**src/rtl/read_ptr_empty_logic.sv**
```systemverilog
// Read-side pointer, empty flag and fill level for a two-flop-sync async FIFO.
// Optional sticky underflow detection is built when RD_UNDERFLOW_EN is defined.
module read_ptr_empty_logic #(
    parameter int address = 2
) (
    input  logic               rclk,
    input  logic               rreset,
    input  logic               ren,
    input  logic [address:0]   write_ptr_gray,
    output logic [address:0]   read_ptr,
    output logic [address:0]   read_ptr_gray,
    output logic               rd_fire,
    output logic               empty,
    output logic [address:0]   rd_level,
    output logic               underflow
);

    logic [address:0] wq1;
    logic [address:0] wq2;
    logic [address:0] rbin;
    logic [address:0] rgray;
    logic [address:0] rbin_next;
    logic [address:0] rgray_next;
    logic [address:0] wbin_s;
    logic             empty_q;
    logic [address:0] level_q;

    function automatic logic [address:0] gray2bin(input logic [address:0] g);
        logic [address:0] b;
        b[address] = g[address];
        for (int i = address - 1; i >= 0; i--) begin
            b[i] = b[i+1] ^ g[i];
        end
        return b;
    endfunction

    assign rd_fire    = ren & ~empty_q;
    assign rbin_next  = rbin + {{address{1'b0}}, rd_fire};
    assign rgray_next = rbin_next ^ (rbin_next >> 1);
    assign wbin_s     = gray2bin(wq2);

    // Only wq2 feeds downstream logic; wq1 is the metastability stage.
    always_ff @(posedge rclk) begin
        if (rreset) begin
            wq1     <= '0;
            wq2     <= '0;
            rbin    <= '0;
            rgray   <= '0;
            empty_q <= 1'b1;
            level_q <= '0;
        end else begin
            wq1     <= write_ptr_gray;
            wq2     <= wq1;
            rbin    <= rbin_next;
            rgray   <= rgray_next;
            empty_q <= (rgray_next == wq2);
            level_q <= wbin_s - rbin_next;
        end
    end

    assign read_ptr      = rbin;
    assign read_ptr_gray = rgray;
    assign empty         = empty_q;
    assign rd_level      = level_q;

`ifdef RD_UNDERFLOW_EN
    logic       uf_q;
    logic [7:0] uf_cnt;

    always_ff @(posedge rclk) begin
        if (rreset) begin
            uf_q   <= 1'b0;
            uf_cnt <= '0;
        end else begin
            uf_q <= uf_q | (ren & empty_q);
            if (ren && empty_q && (uf_cnt != 8'hFF)) begin
                uf_cnt <= uf_cnt + 8'd1;
            end
        end
    end

    assign underflow = uf_q;
`else
    assign underflow = 1'b0;
`endif

endmodule

```
**config.mk**
```make
export PLATFORM = sky130hd
export DESIGN_NAME = read_ptr_empty_logic
export DESIGN_NICKNAME = d
export VERILOG_FILES = /design/src/rtl/read_ptr_empty_logic.sv
export SDC_FILE = /design/constraint.sdc
export NUM_CORES = 1
export LEC_CHECK = 0
export ABC_AREA = 1
export BUFFER_PORTS_ARGS = -buffer_cell sky130_fd_sc_hd__buf_2
export CAP_MARGIN = 20
export CORE_MARGIN = 2
export CORE_UTILIZATION = 48
export DETAILED_ROUTE_END_ITERATION = 10
export PLACE_DENSITY = 0.86
export SETUP_SLACK_MARGIN = 0.05
export SYNTH_ARGS = -nofsm -noshare
export SYNTH_HDL_FRONTEND = slang
export SYNTH_SLANG_ARGS = --single-unit
```
**constraint.sdc**
```tcl
create_clock -name rclk -period 2.4 [get_ports rclk]
set_clock_uncertainty 0.1 [all_clocks]
set_input_delay 0.48 -clock rclk [delete_from_list [all_inputs] [get_ports rclk]]
set_output_delay 0.48 -clock rclk [all_outputs]
set_load 0.02 [all_outputs]
```
After elaboration in Yosys (flattened, before gate mapping)
Cells that the tools add are included.
{"block": "totals", "inputBits": 6, "out_inout_bits": 12, "register_bits": 16, "elab_cells": 14, "latch_bits": 0, "rom_bits": 0, "n_memories": 0, "ram_bits": 0}
{"block": "op_classes", "n_lt_le_gt_ge": 0, "addsub": 2, "n_bitwise": 5, "mul": 0, "n_mux": 0, "n_div": 0, "n_eq_ne": 1, "shift": 0, "n_reduce_logical": 0}
{"operator": "$add 3x1->3", "count": 1}
{"operator": "$eq 3x3->1", "count": 1}
{"operator": "$sub 3x3->3", "count": 1}
{"operator": "$xor 3x2->3", "count": 1}
{"operator": "$xor 1x1->1", "count": 2}
{"operator": "$and 1x1->1", "count": 1}
{"operator": "$not 1->1", "count": 1}

Depth between registers and ports, before layout
Gate-level depths: netlist of run 1.
{"block": "logic_depth", "depth_word": 5, "mapped_depth": 11, "mapped_depth_nobuf": 11}

Worst setup path after synthesis of run 1
Ideal clock, no wire load.
{"block": "synth_path", "kind": "input -> register", "start": "input ren", "end": "register level_q[2] (netlist: rd_level[2])", "arrival_time_ns": 1.898, "required_ns": 2.185, "n_path_buf": 0, "cell_stages": 8, "path_slack_ns": 0.287, "cell_sequence": "inv_1 nor2_1 ha_1 ha_1 inv_2 fa_1 a21oi_1 nor2_1"}
{"block": "synth_via", "elab_chain_len": 3}
{"item": "start: declaration", "line_no": "8", "source": "input logic ren,"}
{"item": "$and 1x1->1", "line_no": "37", "source": "assign rd_fire = ren & ~empty_q;"}
{"item": "net rd_fire", "line_no": "12", "source": "output logic rd_fire,"}
{"item": "$add 3x1->3", "line_no": "38", "source": "assign rbin_next = rbin + {{address{1'b0}}, rd_fire};"}
{"item": "net rbin_next[1]", "line_no": "22", "source": "logic [address:0] rbin_next;"}
{"item": "$sub 3x3->3", "line_no": "57", "source": "level_q <= wbin_s - rbin_next;"}
{"item": "end signal: assignment", "line_no": "57"}
{"item": "end: declaration", "line_no": "26", "source": "logic [address:0] level_q;"}
The timed path passes the listed nets, and every way through them passes these cells.
A chain may end at the register's enable or synchronous reset.

Worst setup path after layout of run 1
{"block": "layout_path", "start": "register empty_q (netlist: empty)", "end": "register level_q[2] (netlist: rd_level[2])"}
{"block": "layout_via", "elab_chain_len": 4}
{"item": "start: declaration", "line_no": "25", "source": "logic empty_q;"}
{"item": "start signal: assignment", "line_no": "56", "source": "empty_q <= (rgray_next == wq2);"}
{"item": "$not 1->1", "line_no": "37"}
{"item": "$and 1x1->1", "line_no": "37"}
{"item": "$add 3x1->3", "line_no": "38"}
{"item": "net rbin_next[1]", "line_no": "22"}
{"item": "$sub 3x3->3", "line_no": "57"}
The timed path passes the listed nets, and every way through them passes these cells.

==> impl_metrics.toml, run 1 <==
[clock_network]
cts_sinks = 15
clk_latency_ns = 0.27
hold_buffers = 0
path_clk_slew_ns = 0.09
cts_buffer_depth = 2
cts_tree = "done"
cts_max_level = 1
cts-resized-gates = 0
cts_root_buf = "clkbuf_4"
numCtsBuffers = 3
post_cts_buffers = 0

[sta]
max_freq_mhz = 520
grt_setup_unrepaired = "false"
min_period_ns = 1.92
setup-violations-final = 0
drv_slew = 0
fin_crit_sh_pct = 80.1
tns_ns = 0
layout_setup_ws_ns = 0.478
hold_viol_final = 0

[yosys]
synth_edf_count = 0
syn_area_per_cell_um2 = 7.51
yosysMostFrequentCell = "nand2_1"
synthCells = 85
synth_area_um2 = 638
yosys_warnings = 0
synth.area.top_cells = "dfxtp_1, nand2_1, inv_1"
synthFlopType = "dfxtp_1"
synth_area_leader_cell = "dfxtp_1"
async_reset_ff_share_pct = 0
seq_area_frac_synth_pct = 47.1
synth_seq_cells = 15
synth_cell_types = 13
netlist.area_leader.share_pct = 47.1
syn-num-nets = 95
synth_common_cells = "nand2_1, inv_1, dfxtp_1"

[floorplan]
core_area_um2 = 1270
start_util_pct = 50.3
rows = 13
dieHeight_um = 40.5
die-width_um = 40.5
dieArea_um2 = 1640
pin_count = 18

[routing]
ant_nets = 0
dr.pass1.iters = 4
drcViolationCount = 0
viasPerCell = 4.30
wire_per_inst_um = 9.03
wl_um = 1060
num_vias = 503
drt_iter0_drc = 5

[global_routing]
grt_use_total_pct = 14.2
overflow = 0
antenna_found_initial = 0
grt_start_max_net_pins = 15
grt_pass1_wl_um = 1490
grt_pass1_vias = 381

[layout]
seqCellArea_um2 = 300
final_nets = 113
multiInputGateArea_um2 = 254
area_growth_pct = 16.5
fillerInstances = 129
layout-drive-gt1-share_pct = 19.6
antenna_cells = 0

[placed_design]
dpl.hpwl_um = 833
post-place-ws_ns = 0.206
portBuffers = 16
gp_congestion = 0.814

[worst_setup_path]
critPathCaptureType = "register"
cpPeakStageDelay_ns = 0.44
cp_slowest_cell = "fa_1"
critPathKind = "reg -> reg"
worstPathArrival_ns = 1.99
cp_max_fo = 6
start_kind = "register"
regToRegSetupSlack_ns = 0.48
reg2reg_from = "empty"
critical_path.startpoint = "empty"
path_cells = "nor2_1 -> ha_1 -> ha_1 -> inv_2 -> fa_1 -> a21oi_1 -> nor2_1"
cp_data_required_time_ns = 2.46
crit_family = "adder cells"
critical_path_buf_inv_count = 1

[run]
drv_cap = 0

[power_and_ir_drop]
ir_worst_vdd_v = 0.000462
p_leak_nw = 0.410
cellPowerDensity_nw_per_um2 = 694

[min_path]
hold_class = "in -> reg"
holdCritStartpoint = "write_ptr_gray[0]"

[status]
outcome = "complete, no violations"
==> state kept, by name, summed over array words and instances, names as in the netlist <==
name and flops:
empty 1, read_ptr_gray 2, wq1 3, wq2 3
rd_level 3, read_ptr 3
==> routing by layer <==
| layer | wire length [µm] | vias to the layer above | track usage [%] | share of wire [%] |
|---|---|---|---|---|
| met2 | 515 | 11 | 21.8 | 49 |
| li1 | - | 283 | - | - |
| met1 | 470 | 205 | 15.1 | 44 |
| met4 | 28 | 0 | 10.8 | 2.6 |
| met5 | 0 | - | 0 | 0 |
| met3 | 43 | 4 | 6.11 | 4.1 |
==> final timing paths <==
path	end	depth (start not counted)
setup / recovery	rd_level[2]	7
hold reg to reg	wq2[2]	2
hold / removal	wq1[0]	3
setup reg to reg	rd_level[2]	7
==> metrics by stage <==
stage	power, mW	area, µm²	hold WS, ns	utilization (%)	cells
final	0.516	743	0.303	58.6	117
after global placement	0.381	717	0.289	56.5	113
after CTS	0.521	743	0.297	58.6	117
after global routing	0.551	743	0.291	58.6	117
after detailed placement	0.383	717	0.294	56.5	113
after floorplan	0.355	638	0.288	-	85
==> cell usage in the layout, fill, tap and decap left out, drive strengths merged <==
cell | synthesis | layout
ha | 3 | 3
nand3 | 8 | 8
nand2 | 18 | 18
conb | 1 | 1
nor2 | 14 | 14
fa | 1 | 1
xor2 | 2 | 2
buf | 3 | 16
dfxtp | 15 | 15
inv | 17 | 17
a21oi | 3 | 3
clkbuf | 0 | 4
==> report_power, final <==
part | internal, mW | switching (mW)
logic | 0.0374 | 0.0655
clock network | 0.0642 | 0.0743
registers | 0.268 | 0.00634
==> layout make-up <==
| class | count | area share, % |
|---|---|---|
| clock buffers | 4 | 3.54 |
| flip-flops and latches | 15 | 40.4 |
| well taps | 15 | 2.53 |
| multi-input cells | 50 | 34.2 |
| inverters | 17 | 8.59 |
| repair buffers | 16 | 10.8 |
==> tightest hold or removal path, delay by kind of cell <==
family	cells	cell delay, ns
simple gates	1	0.03
buf+inv	2	0.13
==> cell families after synthesis <==
| group | share of synthesized area [%] |
|---|---|
| and+or+nand+nor | 25.1 |
| buffers and inverters | 13.1 |
| DFF | 47.1 |
| adders and majority gates | 9.02 |
| AOI/OAI and AO/OA | 2.35 |
| xor gates and xnor gates | 2.75 |
| other | 0.588 |
Power figures use the tool's default switching activity.
==> inputs of run 2 (changes only) <==
- CORE_UTILIZATION: 48 -> 43
- PLACE_DENSITY: 0.86 -> 0.83
- clock period: 2.4 -> 1.7 ns (I/O delays scaled with it)
==> run 2 against run 1 <==
Effect of this change:
- core utilization rose by 6.4 points
- combinational power increased by 83%
- die area grew 10%
- wire length up 2.9%
- fmax increased by 14%
- flip-flop and latch count stayed put
- non-clock buffer count is 6 higher
- total power up 50%
- count of clock-buffer cells in the layout is the same
- register-to-register slack worse by 0.47 ns
- highest routed layer unchanged
==> impl_metrics.toml, run 2 (synthesized netlist as in run 1, its figures left out) <==
[routing]
wire_per_inst_um = 8.85
viasPerCell = 4.59
num_vias = 565
wl_um = 1090
drcViolationCount = 0
ant_nets = 0
dr.pass1.iters = 3
drt_iter0_drc = 4

[global_routing]
grt_use_total_pct = 14.1
grt_pass1_wl_um = 1900
grt_pass1_vias = 532
grt_start_max_net_pins = 15
antenna_found_initial = 0
overflow = 0

[layout]
layout-drive-gt1-share_pct = 40.7
post-route-util_pct = 65.0
antenna_cells = 0
area_growth_pct = 37.5
most-common-layout-cells = "nand2_1, buf_2, inv_1, nor2_1, dfxtp_1"
design_area_um2 = 877
final_nets = 119

[min_path]
whs_path_depth = 3
hold_class = "in -> reg"

[floorplan]
die-width_um = 42.5
start_util_pct = 47.3
rows = 13
dieHeight_um = 42.5
pin_count = 18
core_area_um2 = 1350
dieArea_um2 = 1810

[worst_setup_path]
cp_slowest_cell = "fa_2"
critPathCaptureType = "register"
cp_max_fo = 2
worstPathArrival_ns = 1.81
critical_path_buf_inv_count = 2
cp_data_required_time_ns = 1.82
crit_top_cell = "inv_2"
reg2reg_depth = 7
path_depth = 7
crit_family = "adder cells"
critPathKind = "reg -> reg"
start_kind = "register"
cpPeakStageDelay_ns = 0.52
path_cells = "xor2_2 -> xor2_1 -> ha_2 -> inv_2 -> fa_2 -> inv_2 -> nor2_1"

[placed_design]
portBuffers = 16
post_dp_cell_area_um2 = 816
gp_congestion = 0.759
dpl.hpwl_um = 869

[sta]
setup-violations-final = 0
holdWs_ns = 0.161
fin_crit_sh_pct = 99.4
grt_setup_unrepaired = "true"
max_freq_mhz = 592
min_period_ns = 1.69
drv_slew = 0
tns_ns = 0
hold_viol_final = 0

[clock_network]
clk_latency_ns = 0.27
path_clk_slew_ns = 0.08
cts_buffer_depth = 2
cts_sinks = 15
cts_max_level = 1
cts_root_buf = "clkbuf_4"
numCtsBuffers = 3
cts_tree = "done"
hold_buffers = 0

[power_and_ir_drop]
p_leak_nw = 0.445
cellPowerDensity_nw_per_um2 = 881
ir_worst_vdd_v = 0.000488
power_mw = 0.773

[run]
drv_cap = 0

[status]
outcome = "complete, no violations"
[run 2: changes by cell type in the layout (fill, tap and decap cells not counted), sizes merged]
cell  before  now
buf       16   22
[run 2: layer usage]
layer  vias to the layer above  track usage, %  routed length, µm
li1                        295               -                  -
met1                       251            14.9                465
met2                        17            24.9                550
met3                         2            2.59                 59
met4                         0            10.0                 12
met5                         -               0                  0
[run 2: path summary, 6_finish.rpt]
kind / from / endpoint / slack (ns)
max: wq2[2] / rd_level[1] / 0.01
min: write_ptr_gray[0] / wq1[0] / 0.16
max reg2reg: wq2[2] / rd_level[1] / 0.01
min reg2reg: wq1[2] / wq2[2] / 0.30
[run 2: what timing repair did]
action                     4_1_cts  5_1_grt
pin swaps                        4        7
resized for setup                2        6
setup endpoints to repair        2        3
setup buffers                    1        0
gates cloned                     0        0
[run 2: through the flow]
step                worst slack, ns  std cells
CTS                         -0.0185        123
floorplan                   -0.0134         85
detailed placement           -0.169        118
global route                -0.0645        123
finish                       0.0105        123
global placement             -0.124        118
[run 2: where the power goes]
part           leakage (nW)  switching, mW  internal (mW)
clock                0.0150          0.101         0.0910
sequential            0.124         0.0124          0.380
combinational         0.306          0.108         0.0804
total                 0.445          0.221          0.552
[run 2: cell type report]
cell class | instances | area (µm²)
inverter | 17 | 73.8
multi-input combinational | 50 | 323
clock buffer | 4 | 26.3
timing repair buffer | 22 | 129
sequential | 15 | 307
tap | 15 | 18.8
fill | 119 | 473
[run 2: worst min-delay path, stage by stage]
cell    delay (ns)
buf_2         0.09
inv_1         0.04
nor2_1        0.03
==> inputs of run 3 (changes only) <==
- ABC_AREA: 1 -> not set
- CORE_UTILIZATION: 43 -> 42
- PLACE_DENSITY: 0.83 -> 0.82
- RECOVER_POWER: not set -> 25
==> run 3 against run 2 <==
Effect of this change:
- sequential share of layout area is 2.8 points higher
- cell count is 28% lower
- largest power group unchanged
- largest cell class unchanged
- sequential power is 1% higher
- fmax is 0.29% lower
- wire length is 16% lower
- hold slack better by 0.0087 ns
- synthesized cell count is 41% lower
==> impl_metrics.toml, run 3 <==
[floorplan]
start_util_pct = 44.7
dieArea_um2 = 1700
dieHeight_um = 41.2
rows = 13
pin_count = 18
die-width_um = 41.2
core_area_um2 = 1300

[yosys]
yosys_warnings = 0
synth_area_um2 = 582
syn-num-nets = 60
yosysMostFrequentCell = "dfxtp_1"
synth_area_leader_cell = "dfxtp_1"
synth_seq_cells = 15
async_reset_ff_share_pct = 0
seq_area_frac_synth_pct = 51.6
netlist.area_leader.share_pct = 51.6
synth_cell_types = 13
synthFlopType = "dfxtp_1"
synth_common_cells = "dfxtp_1, nor2b_1, nor2_1"
synth.area.top_cells = "dfxtp_1, nor2b_1, xnor3_1"
synthCells = 50
synth_edf_count = 0
syn_area_per_cell_um2 = 11.6

[worst_setup_path]
cp_data_required_time_ns = 1.83
start_kind = "register"
critPathCaptureType = "register"
cp_max_fo = 3
regToRegEndpoint = "rd_level[1]"
worstPathArrival_ns = 1.82
reg2reg_depth = 6
critPathKind = "reg -> reg"
regToRegSetupSlack_ns = 0.006
reg2reg_from = "empty"

[layout]
fillerInstances = 118
final_common_cell = "buf_2"
layout-drive-gt1-share_pct = 54.1
antenna_cells = 0
most-common-layout-cells = "buf_2, dfxtp_1, nor2b_1, buf_4, nor2_1"
final_nets = 85
design_area_um2 = 812
area_growth_pct = 39.6

[routing]
drt_iter0_drc = 3
dr.pass1.iters = 3
viasPerCell = 4.37
wl_um = 919
wire_per_inst_um = 10.3
drcViolationCount = 0
num_vias = 389
ant_nets = 0

[sta]
hold_viol_final = 0
max_freq_mhz = 590
grt_setup_unrepaired = "true"
fin_crit_sh_pct = 99.7
drv_slew = 0
tns_ns = 0
holdWs_ns = 0.170
min_period_ns = 1.69
setup-violations-final = 0

[placed_design]
portBuffers = 16
gp_congestion = 0.700
dpl.hpwl_um = 685
post_dp_cell_area_um2 = 756

[clock_network]
cts_tree = "done"
cts_max_level = 1
cts_root_buf = "clkbuf_4"
post_cts_buffers = 0
hold_buffers = 0
path_clk_slew_ns = 0.09
cts_buffer_depth = 2
cts_sinks = 15
numCtsBuffers = 3
clk_latency_ns = 0.28

[min_path]
holdPathEnd = "wq1[0]"
whs_path_depth = 2
holdCritStartpoint = "write_ptr_gray[0]"
hold_class = "in -> reg"

[global_routing]
antenna_found_initial = 0
grt_use_total_pct = 14.8
grt_start_max_net_pins = 16
grt_pass1_wl_um = 1390
grt_pass1_vias = 350
overflow = 0

[power_and_ir_drop]
cellPowerDensity_nw_per_um2 = 964
power.share.combinational_pct = 24.0
clkPwrFrac_pct = 25.3
power_frac_seq_pct = 50.7
ir_worst_vdd_v = 0.000579
switchingPower_mw = 0.215
p_leak_nw = 0.371
switching_share_pct = 27.5
p_int_mw = 0.568

[run]
drv_cap = 0

[status]
outcome = "complete, no violations"
run 3: cell count changes in the layout (fill, tap and decap cells not counted), moves of 3 or more:
cell	delta
nor2b_1	+7
nand3_2	-3
nand3_1	-5
inv_1	-13
nand2_1	-16
nor2_1	-7
run 3: worst max-delay path by stage:
stage | from | to | slack, ns | depth (start not counted)
after global placement | ren | rd_level[1] | -0.13 | 7
after CTS | empty | empty | 0.00002 | 6
after global routing | empty | empty | -0.07 | 6
final | empty | rd_level[1] | 0.006 | 6
after floorplan | empty | empty | -0.07 | 6
after detailed placement | ren | rd_level[1] | -0.16 | 7
run 3: metrics by stage:
step / std cells / power, mW / worst slack [ns] / util [%]
floorplan: 50 / 0.517 / -0.0699 / -
CTS: 89 / 0.794 / 0.0000154 / 62.0
global placement: 85 / 0.570 / -0.130 / 58.1
detailed placement: 85 / 0.576 / -0.162 / 58.1
finish: 89 / 0.783 / 0.00558 / 62.4
global route: 89 / 0.835 / -0.0698 / 62.4
run 3: kinds of logic (layout without fill, tap and decap cells):
kind of cell               Yosys count  count (layout)  share of synthesized area (%)
AOI/OAI and AO/OA                    1               1                           1.51
xor gates and xnor gates             9               9                           18.3
adders and majority gates            4               4                           9.89
buffers and inverters                5              29                           4.52
DFF                                 15              15                           51.6
other                                1               1                          0.645
and+or+nand+nor                     15              15                           13.5
run 3: layer usage:
| layer | global-route usage (%) | routed length [µm] | up-vias |
|---|---|---|---|
| met2 | 22.7 | 486 | 13 |
| met4 | 12.1 | 8 | 0 |
| met3 | 8.15 | 53 | 2 |
| li1 | - | - | 197 |
| met1 | 14.4 | 371 | 177 |
| met5 | 0 | 0 | - |
run 3: final cells by class:
cell class,count,area (µm²),share of cell area (%)
Multi-Input combinational cell,30,318,39.1
Sequential cell,15,307,37.8
Timing Repair Buffer,23,133,16.3
Clock buffer,4,26.3,3.24
Tap cell,15,18.8,2.31
Inverter,2,10.0,1.23
run 3: critical path: stages (launching register included):
cell,delay [ns]
dfxtp_4,0.36
nor2b_4,0.04
ha_4,0.16
ha_4,0.29
inv_4,0.04
fa_2,0.54
nor2b_2,0.11
run 3: timing repair:
item                       in CTS  in global routing
setup endpoints to repair       3                  3
gates resized for setup         5                  2
hold endpoints to repair        0                  0
pin swaps                       0                  1
run 3: power groups by stage:
stage	Clock, mW	Sequential [mW]	Combinational [mW]
after CTS	0.209	0.397	0.188
after floorplan	0	0.434	0.0836
after detailed placement	0	0.404	0.172
after global routing	0.225	0.400	0.209
after global placement	0	0.404	0.166
final	0.198	0.397	0.188
